### config.mk
export PLATFORM = sky130hd
export DESIGN_NAME = reset_sequencer
export DESIGN_NICKNAME = d
export VERILOG_FILES = /design/src/rtl/reset_pkg.sv /design/src/rtl/rs_pulse_stretch.sv /design/src/rtl/reset_sequencer.sv
export SDC_FILE = /design/constraint.sdc
export NUM_CORES = 1
export LEC_CHECK = 0
export CORE_UTILIZATION = 49
export CTS_CLUSTER_DIAMETER = 40
export DETAILED_ROUTE_END_ITERATION = 16
export HOLD_SLACK_MARGIN = 0.03
export PLACE_DENSITY = 0.68
export SLEW_MARGIN = 20
export SYNTH_ARGS = -nofsm -noshare
export SYNTH_HDL_FRONTEND = slang
export SYNTH_SLANG_ARGS = --single-unit
### constraint.sdc
create_clock -name clock_160 -period 5.25 [get_ports clock_160]
set_input_delay 1.05 -clock clock_160 [delete_from_list [all_inputs] [get_ports clock_160]]
set_output_delay 1.05 -clock clock_160 [all_outputs]
set_load 0.01 [all_outputs]
### src/rtl/reset_pkg.sv
// Shared types and defaults for the reset sequencer: FSM state encoding,
// reset-domain indices and the default timing of the release schedule.
package reset_pkg;

  typedef enum logic [2:0] {
    HOLD,
    WAIT_LOCK,
    RELEASE,
    RUN,
    REBOOT
  } rs_state_t;

  localparam int STG_HUB  = 0;
  localparam int STG_COG  = 1;
  localparam int STG_IO   = 2;
  localparam int STG_BOOT = 3;

  localparam int RS_NUM_STAGES    = STG_BOOT + 1;
  localparam int RS_LOCK_CYCLES   = 1600;  // 10 us at 160 MHz
  localparam int RS_GAP_CYCLES    = 16;
  localparam int RS_REBOOT_CYCLES = 32;

  // Counter width able to hold limit-1, never narrower than one bit.
  function automatic int cnt_width(input int limit);
    return (limit < 2) ? 1 : $clog2(limit);
  endfunction

endpackage

### src/rtl/rs_pulse_stretch.sv
// Load/count-down stretcher: a single-cycle load produces an output pulse
// exactly WIDTH cycles long. Reset clears the pulse immediately.
module rs_pulse_stretch
  import reset_pkg::*;
#(
  parameter int WIDTH = RS_REBOOT_CYCLES
) (
  input  logic i_clk,
  input  logic i_srst,
  input  logic i_load,
  output logic o_pulse
);

  localparam int CNT_W = cnt_width(WIDTH);
  localparam logic [CNT_W-1:0] CNT_LOAD = CNT_W'(WIDTH - 1);

  logic [CNT_W-1:0] r_cnt;
  logic             r_pulse;

  always_ff @(posedge i_clk) begin
    if (i_srst) begin
      r_cnt   <= '0;
      r_pulse <= 1'b0;
    end else if (i_load) begin
      r_cnt   <= CNT_LOAD;
      r_pulse <= 1'b1;
    end else if (r_pulse) begin
      // The load edge counts as the first high cycle, so drop after WIDTH-1 more.
      if (r_cnt == '0) begin
        r_pulse <= 1'b0;
      end else begin
        r_cnt <= r_cnt - 1'b1;
      end
    end
  end

  assign o_pulse = r_pulse;

endmodule

### src/rtl/reset_sequencer.sv
// Releases per-domain resets in order once the PLL has been stably locked,
// pulses boot_start at the end, and turns a software reboot into a filter reset.
module reset_sequencer
  import reset_pkg::*;
#(
  parameter int NUM_STAGES    = RS_NUM_STAGES,
  parameter int LOCK_CYCLES   = RS_LOCK_CYCLES,
  parameter int GAP_CYCLES    = RS_GAP_CYCLES,
  parameter int REBOOT_CYCLES = RS_REBOOT_CYCLES
) (
  input  logic                  clock_160,
  input  logic                  res,
  input  logic                  pll_locked,
  input  logic                  reboot_req,
  output logic [NUM_STAGES-1:0] stage_res,
  output logic                  boot_start,
  output logic                  reboot_out
);

  localparam int LOCK_W = cnt_width(LOCK_CYCLES);
  localparam int GAP_W  = cnt_width(GAP_CYCLES);
  localparam int IDX_W  = cnt_width(NUM_STAGES);

  localparam logic [LOCK_W-1:0] LOCK_LAST = LOCK_W'(LOCK_CYCLES - 1);
  localparam logic [GAP_W-1:0]  GAP_LAST  = GAP_W'(GAP_CYCLES - 1);
  localparam logic [IDX_W-1:0]  IDX_LAST  = IDX_W'(NUM_STAGES - 1);

  rs_state_t             r_state, w_state_next;
  logic [LOCK_W-1:0]     r_lock_cnt, w_lock_cnt_next;
  logic [GAP_W-1:0]      r_gap_cnt, w_gap_cnt_next;
  logic [IDX_W-1:0]      r_idx, w_idx_next;
  logic [NUM_STAGES-1:0] r_stage_res, w_stage_res_next;
  logic                  r_boot_start, w_boot_start_next;
  logic                  w_reboot_load;
  logic [NUM_STAGES-1:0] w_idx_hot;

  // One-hot decode of the stage currently being released.
  genvar gi;
  generate
    for (gi = 0; gi < NUM_STAGES; gi++) begin : g_idx_dec
      assign w_idx_hot[gi] = (r_idx == IDX_W'(gi));
    end
  endgenerate

  always_ff @(posedge clock_160) begin
    if (res) begin
      r_state      <= HOLD;
      r_lock_cnt   <= '0;
      r_gap_cnt    <= '0;
      r_idx        <= '0;
      r_stage_res  <= '1;
      r_boot_start <= 1'b0;
    end else begin
      r_state      <= w_state_next;
      r_lock_cnt   <= w_lock_cnt_next;
      r_gap_cnt    <= w_gap_cnt_next;
      r_idx        <= w_idx_next;
      r_stage_res  <= w_stage_res_next;
      r_boot_start <= w_boot_start_next;
    end
  end

  always_comb begin
    w_state_next      = r_state;
    w_lock_cnt_next   = r_lock_cnt;
    w_gap_cnt_next    = r_gap_cnt;
    w_idx_next        = r_idx;
    w_stage_res_next  = r_stage_res;
    w_boot_start_next = 1'b0;
    w_reboot_load     = 1'b0;

    case (r_state)
      HOLD: begin
        w_state_next = WAIT_LOCK;
      end

      WAIT_LOCK: begin
        if (!pll_locked) begin
          w_lock_cnt_next = '0;
        end else if (r_lock_cnt == LOCK_LAST) begin
          w_state_next    = RELEASE;
          w_lock_cnt_next = '0;
          w_gap_cnt_next  = '0;
          w_idx_next      = '0;
        end else begin
          w_lock_cnt_next = r_lock_cnt + 1'b1;
        end
      end

      RELEASE: begin
        // Lock loss outranks the release step, including the final one.
        if (!pll_locked) begin
          w_state_next     = WAIT_LOCK;
          w_stage_res_next = '1;
          w_lock_cnt_next  = '0;
          w_gap_cnt_next   = '0;
          w_idx_next       = '0;
        end else if (r_gap_cnt == GAP_LAST) begin
          w_stage_res_next = r_stage_res & ~w_idx_hot;
          w_gap_cnt_next   = '0;
          if (r_idx == IDX_LAST) begin
            w_state_next      = RUN;
            w_boot_start_next = 1'b1;
          end else begin
            w_idx_next = r_idx + 1'b1;
          end
        end else begin
          w_gap_cnt_next = r_gap_cnt + 1'b1;
        end
      end

      RUN: begin
        if (!pll_locked) begin
          w_state_next     = WAIT_LOCK;
          w_stage_res_next = '1;
          w_lock_cnt_next  = '0;
          w_gap_cnt_next   = '0;
          w_idx_next       = '0;
        end else if (reboot_req) begin
          w_state_next     = REBOOT;
          w_stage_res_next = '1;
          w_reboot_load    = 1'b1;
        end
      end

      // Only the filter asserting res leaves this state.
      REBOOT: begin
        w_stage_res_next = '1;
      end

      default: begin
        w_state_next     = HOLD;
        w_stage_res_next = '1;
      end
    endcase
  end

  rs_pulse_stretch #(
    .WIDTH (REBOOT_CYCLES)
  ) u_reboot_stretch (
    .i_clk   (clock_160),
    .i_srst  (res),
    .i_load  (w_reboot_load),
    .o_pulse (reboot_out)
  );

  assign stage_res  = r_stage_res;
  assign boot_start = r_boot_start;

endmodule

Yosys cells after proc, flatten, opt, wreduce, memory -nomap -nowiden
Index checks and enable logic that the tools add are counted.
{ "totals": {"inputBits": 4, "ff_bits": 31} }
{ "op_classes": {"n_bitwise": 7, "eq_ne": 18, "reduce_logical": 15, "muxes": 40, "addsub": 4} }
{ "ops": {"columns": ["cell", "count"], "rows": [
  ["$mux W4", 9],
  ["$mux W11", 3],
  ["$pmux W4 S3", 2],
  ["$pmux W11 S2", 1],
  ["$mux W3", 7],
  ["$mux W5", 3],
  ["$pmux W3 S5", 1],
  ["$mux W2", 6],
  ["$ne A3 B3 Y1 const B", 4],
  ["$reduce_and A6 Y1", 2],
  ["$add A11 B1 Y11 const B", 1],
  ["$eq A11 B11 Y1 const B", 1],
  ["$ne A2 B2 Y1 const B", 4],
  ["$mux W1", 7],
  ["$eq A3 B2 Y1 const B", 2],
  ["$pmux W2 S3", 1],
  ["$logic_not A5 Y1", 1],
  ["$not A1 Y1", 5],
  ["$sub A5 B1 Y5 const B", 1],
  ["$add A4 B1 Y4 const B", 1],
  ["$and A4 B4 Y4", 1],
  ["$eq A2 B2 Y1 const B", 2],
  ["$eq A4 B4 Y1 const B", 1],
  ["$not A4 Y4", 1],
  ["other kinds (14)", 17]
]} }

Depth between registers and ports, before layout
{ "depth": {"depth_word": 6, "ltp_mapped": 6, "mapped_depth_nobuf": 6} }

By module
Synthesis repeated with hierarchy kept, for this count alone.
{ "unflattened": {"cells_unflattened": 191, "area_unflattened_um2": 1685.4} }
{ "by_module_without_submodules": {"columns": ["mod", "area_per_inst_um2", "instances", "cells_each"], "rows": [
  ["reset_sequencer", 1401.3, 1, 160],
  ["rs_pulse_stretch", 284.0, 1, 31]
]} }

Worst setup path after synthesis
No wires, ideal clock.
{ "synth_timing": {"path_type": "input to register", "startpoint": "input pll_locked", "endpoint": "register r_lock_cnt[10]", "setup_slack_ps": 2856, "arrival_time_ps": 2314, "required_ps": 5170, "path_buffers": 1, "stages": 5, "path_cell_list": "a21o_4 or2_0 buf_2 or4_4 a211oi_2"} }
{ "synth_via": {"elab_chain_len": 2} }
{ "synth_rtl": {"columns": ["element", "line", "source"], "rows": [
  ["start: declaration", "reset_sequencer.sv:13", "input logic pll_locked,"],
  ["$mux W11 or $ne A2 B2 Y1 (tied branches)", null, null],
  ["$pmux W11 S2 or $reduce_and A2 Y1 (tied branches)", null, null],
  ["end signal: assignment", "reset_sequencer.sv:55", "r_lock_cnt <= w_lock_cnt_next;"],
  ["end: declaration", "reset_sequencer.sv:29", "logic [LOCK_W-1:0] r_lock_cnt, w_lock_cnt_next;"]
]} }
Parallel ways exist; a longest one is shown, timed or not.
A chain may end at the register's enable or synchronous reset.

Final worst setup path
Ends and elaborated chain as after synthesis.

==> summary.txt <==
Critical path
  – CP top delay family: simple AND/OR/NAND/NOR gates
  – Slowest library cell on the worst path: clkdlybuf4s50_1
  – WP data required: 5.49 ns
  – CP Max Fanout: 14
  – Crit path kind: primary input to flop
  – Data arrival time of the worst path: 3.16 ns
  – CP Cell Sequence: clkdlybuf4s50_1, a21o_4, or2_0, or4_4, a211oi_2
  – Worst setup EP type: flop
  – CP Launch Point: pll_locked
  – Reg2Reg Setup Slack: 3.05 ns
  – RR Startpoint: r_state[1]
  – Critical Path Start Type: primary input
  – Crit-path max cell delay: 0.63 ns
  – CP bufs+invs: 1

Flow run
  – Max-cap violations: 0

Drt
  – Detail Route Antenna Nets: 0
  – Routed wire per std cell: 13.9 um
  – First-pass detailed-route iteration total: 4
  – Routed WL: 3420 um
  – Vias per cell: 5.92
  – Drt first-iter violations: 77
  – Via count: 1,450
  – Remaining DRCs: 0

GRT
  – Global Route met1 Usage: 28.3%
  – Met2 usage: 30.8%
  – Gr ovfl total: 0
  – GRT Overall Usage: 20.9%
  – Initial antenna violation count: 0
  – Met3 usage: 6.40%
  – GRT Max-Usage Layer: met2
  – Largest net degree at the start of global routing: 27
  – First-pass GRT wire length: 5560 um
  – Vias in the first global route: 1,239

STA
  – Min Tclk post-route: 2.92 ns
  – Setup violators final: 0
  – Hold Vio Cnt, Final: 0
  – Final Max Tran Viols: 0
  – Max-slew headroom: 36.0%
  – Clock skew: 0.00978 ns
  – Worst slew pin tran: 0.957 ns
  – Fin crit share: 55.6%
  – RSZ-0062 raised after global routing: false
  – Fmax: 342 MHz
  – Setup TNS: 0 ns

Hold path
  – HP Start: u_reboot_stretch.r_cnt[4]
  – Hold crit path type: flop to flop

Logic synthesis
  – Post-synthesis cell area: 0.00168 mm^2
  – Synth Register Bits: 31
  – Post-synth EDFFs: 0
  – Seq/Total Area, Yosys: 37.0%
  – Asr flop ratio synth: 0%
  – Synth warn: 0
  – Synthesized instance count: 192
  – Prevailing post-synth register cell: dfxtp_1
  – Post-synth cell types: 55
  – Syn Area/Cell: 8.73 um^2
  – Syn nets: 203

Placement
  – Dpl cells: 237
  – Routability cong.: 0.867
  – PortBufs: 9
  – Placed cell areas: 0.00178 mm^2
  – Placed wire-length estimate: 2460 um

Final layout
  – Design Area, Final: 0.00185 mm^2
  – Area Overhead vs Synth: 10.4%
  – Share of cells above drive strength 1: 8.46%
  – N_diodes: 0
  – Fin cells: 245
  – Nets: 211

Floorplanning
  – Ports: 10
  – Die height: 60.5 um
  – Chip width: 60.5 um
  – Floorplan row count: 20
  – Initial Util: 53.2%
  – Core ar.: 0.00315 mm^2
  – Die area: 0.00366 mm^2

Clock network
  – Num Clock Sinks: 31
  – CTS tree: yes
  – Clk_lat worst skew: 0.34 ns
  – Root Driver: clkbuf_4
  – Post-CTS Setup Inserts: 0
  – TritonCTS buffer count: 5
  – Clock Pin Slew Worst Setup and Hold Paths: 0.10 ns
  – Post-CTS Resized: 0
  – Clk buf depth: 2
  – H-tree depth: 2
  – Hold_buf cts: 0

Outcome
  – Status: completed

Power and ir drop
  – Peak VDD IR: 0.000175 V
  – P_leak: 0.000615 uW
  – Total Power: 626 uW
  – Power Dens Cells: 338 mW/mm^2
[cells by family after synthesis]
group / share of synthesized area [%]
flip-flops: 37.0
buffers and inverters: 4.55
multiplexers: 1.87
adder cells (fa/ha/maj): 5.22
AND/OR/NAND/NOR: 26.9
XOR/XNOR: 5.22
AO/OA/AOI/OAI: 19.2
[synth_stat cells (3+ instances only)]
cell	number	area [um^2]
dfxtp_1	31	621
nand2_1	18	67.6
a21oi_1	12	60.1
nand3_1	11	55.1
inv_1	10	37.5
nor3_1	9	45.0
o21ai_0	9	45.0
ha_1	7	87.6
nor2_1	7	26.3
xnor2_1	7	61.3
clkbuf_1	5	18.8
a22o_1	4	35.0
nor4_1	4	25.0
or3_1	4	25.0
nand2b_1	3	18.8
xor2_1	3	26.3
[sequential cells by signal (all words and copies together) (netlist names)]
signal                    count
boot_start                    1
r_idx                         2
stage_res                     4
r_state                       3
u_reboot_stretch.o_pulse      1
r_gap_cnt                     4
r_lock_cnt                   11
u_reboot_stretch.r_cnt        5
[cell type report]
class / count / area [um^2]
well taps: 44 / 55.1
inverters: 10 / 37.5
repair buffers: 9 / 90.1
clock buffers: 8 / 68.8
flip-flops and latches: 31 / 621
multi-input cells: 143 / 980
fillers: 291 / 1300
[worst paths after layout]
| check | to | depth (start not counted) |
|---|---|---|
| worst max-delay path | r_lock_cnt[10] | 5 |
| worst min-delay path | u_reboot_stretch.r_cnt[4] | 2 |
| worst max register to register | r_lock_cnt[10] | 4 |
| worst min register to register | u_reboot_stretch.r_cnt[4] | 2 |
[cell usage in the layout, fill, tap and decap left out, types with 5 or more instances in the layout]
cell,synthesis,layout
clkdlybuf4s50_1,0,9
nand2_1,18,18
inv_1,10,10
o21ai_0,9,9
nand3_1,11,11
ha_1,7,7
a21oi_1,12,12
xnor2_1,7,7
nor3_1,9,9
dfxtp_1,31,31
clkbuf_4,0,5
nor2_1,7,7
[per-layer routing]
| metal | vias to the layer above | wire length, um |
|---|---|---|
| li1 | 732 | - |
| met1 | 680 | 1680 |
| met2 | 31 | 1510 |
| met3 | 7 | 159 |
| met4 | 0 | 61 |
| met5 | - | 0 |
[power breakdown]
group	switching, uW	internal, uW	leakage (uW)
sequential	34.2	251	0.000251
combinational	110	70.5	0.000326
clock	81.7	78.7	0.0000386
total	226	401	0.000615
[metrics by stage]
stage               util [%]  setup WS, ns  hold slack (ns)
floorplan                  -          2.86            0.431
global placement        56.5          2.07            0.444
detailed placement      56.5          2.00            0.451
CTS                     58.7          2.34            0.465
global route            58.7          2.27            0.494
finish                  58.7          2.33            0.463
[tightest hold or removal path, cell delays in order, from the launching register on]
cell and delay, ns:
dfxtp_1 0.32, nand2_1 0.05, a21oi_1 0.05
No activity file was read; power rests on OpenSTA's default activity.
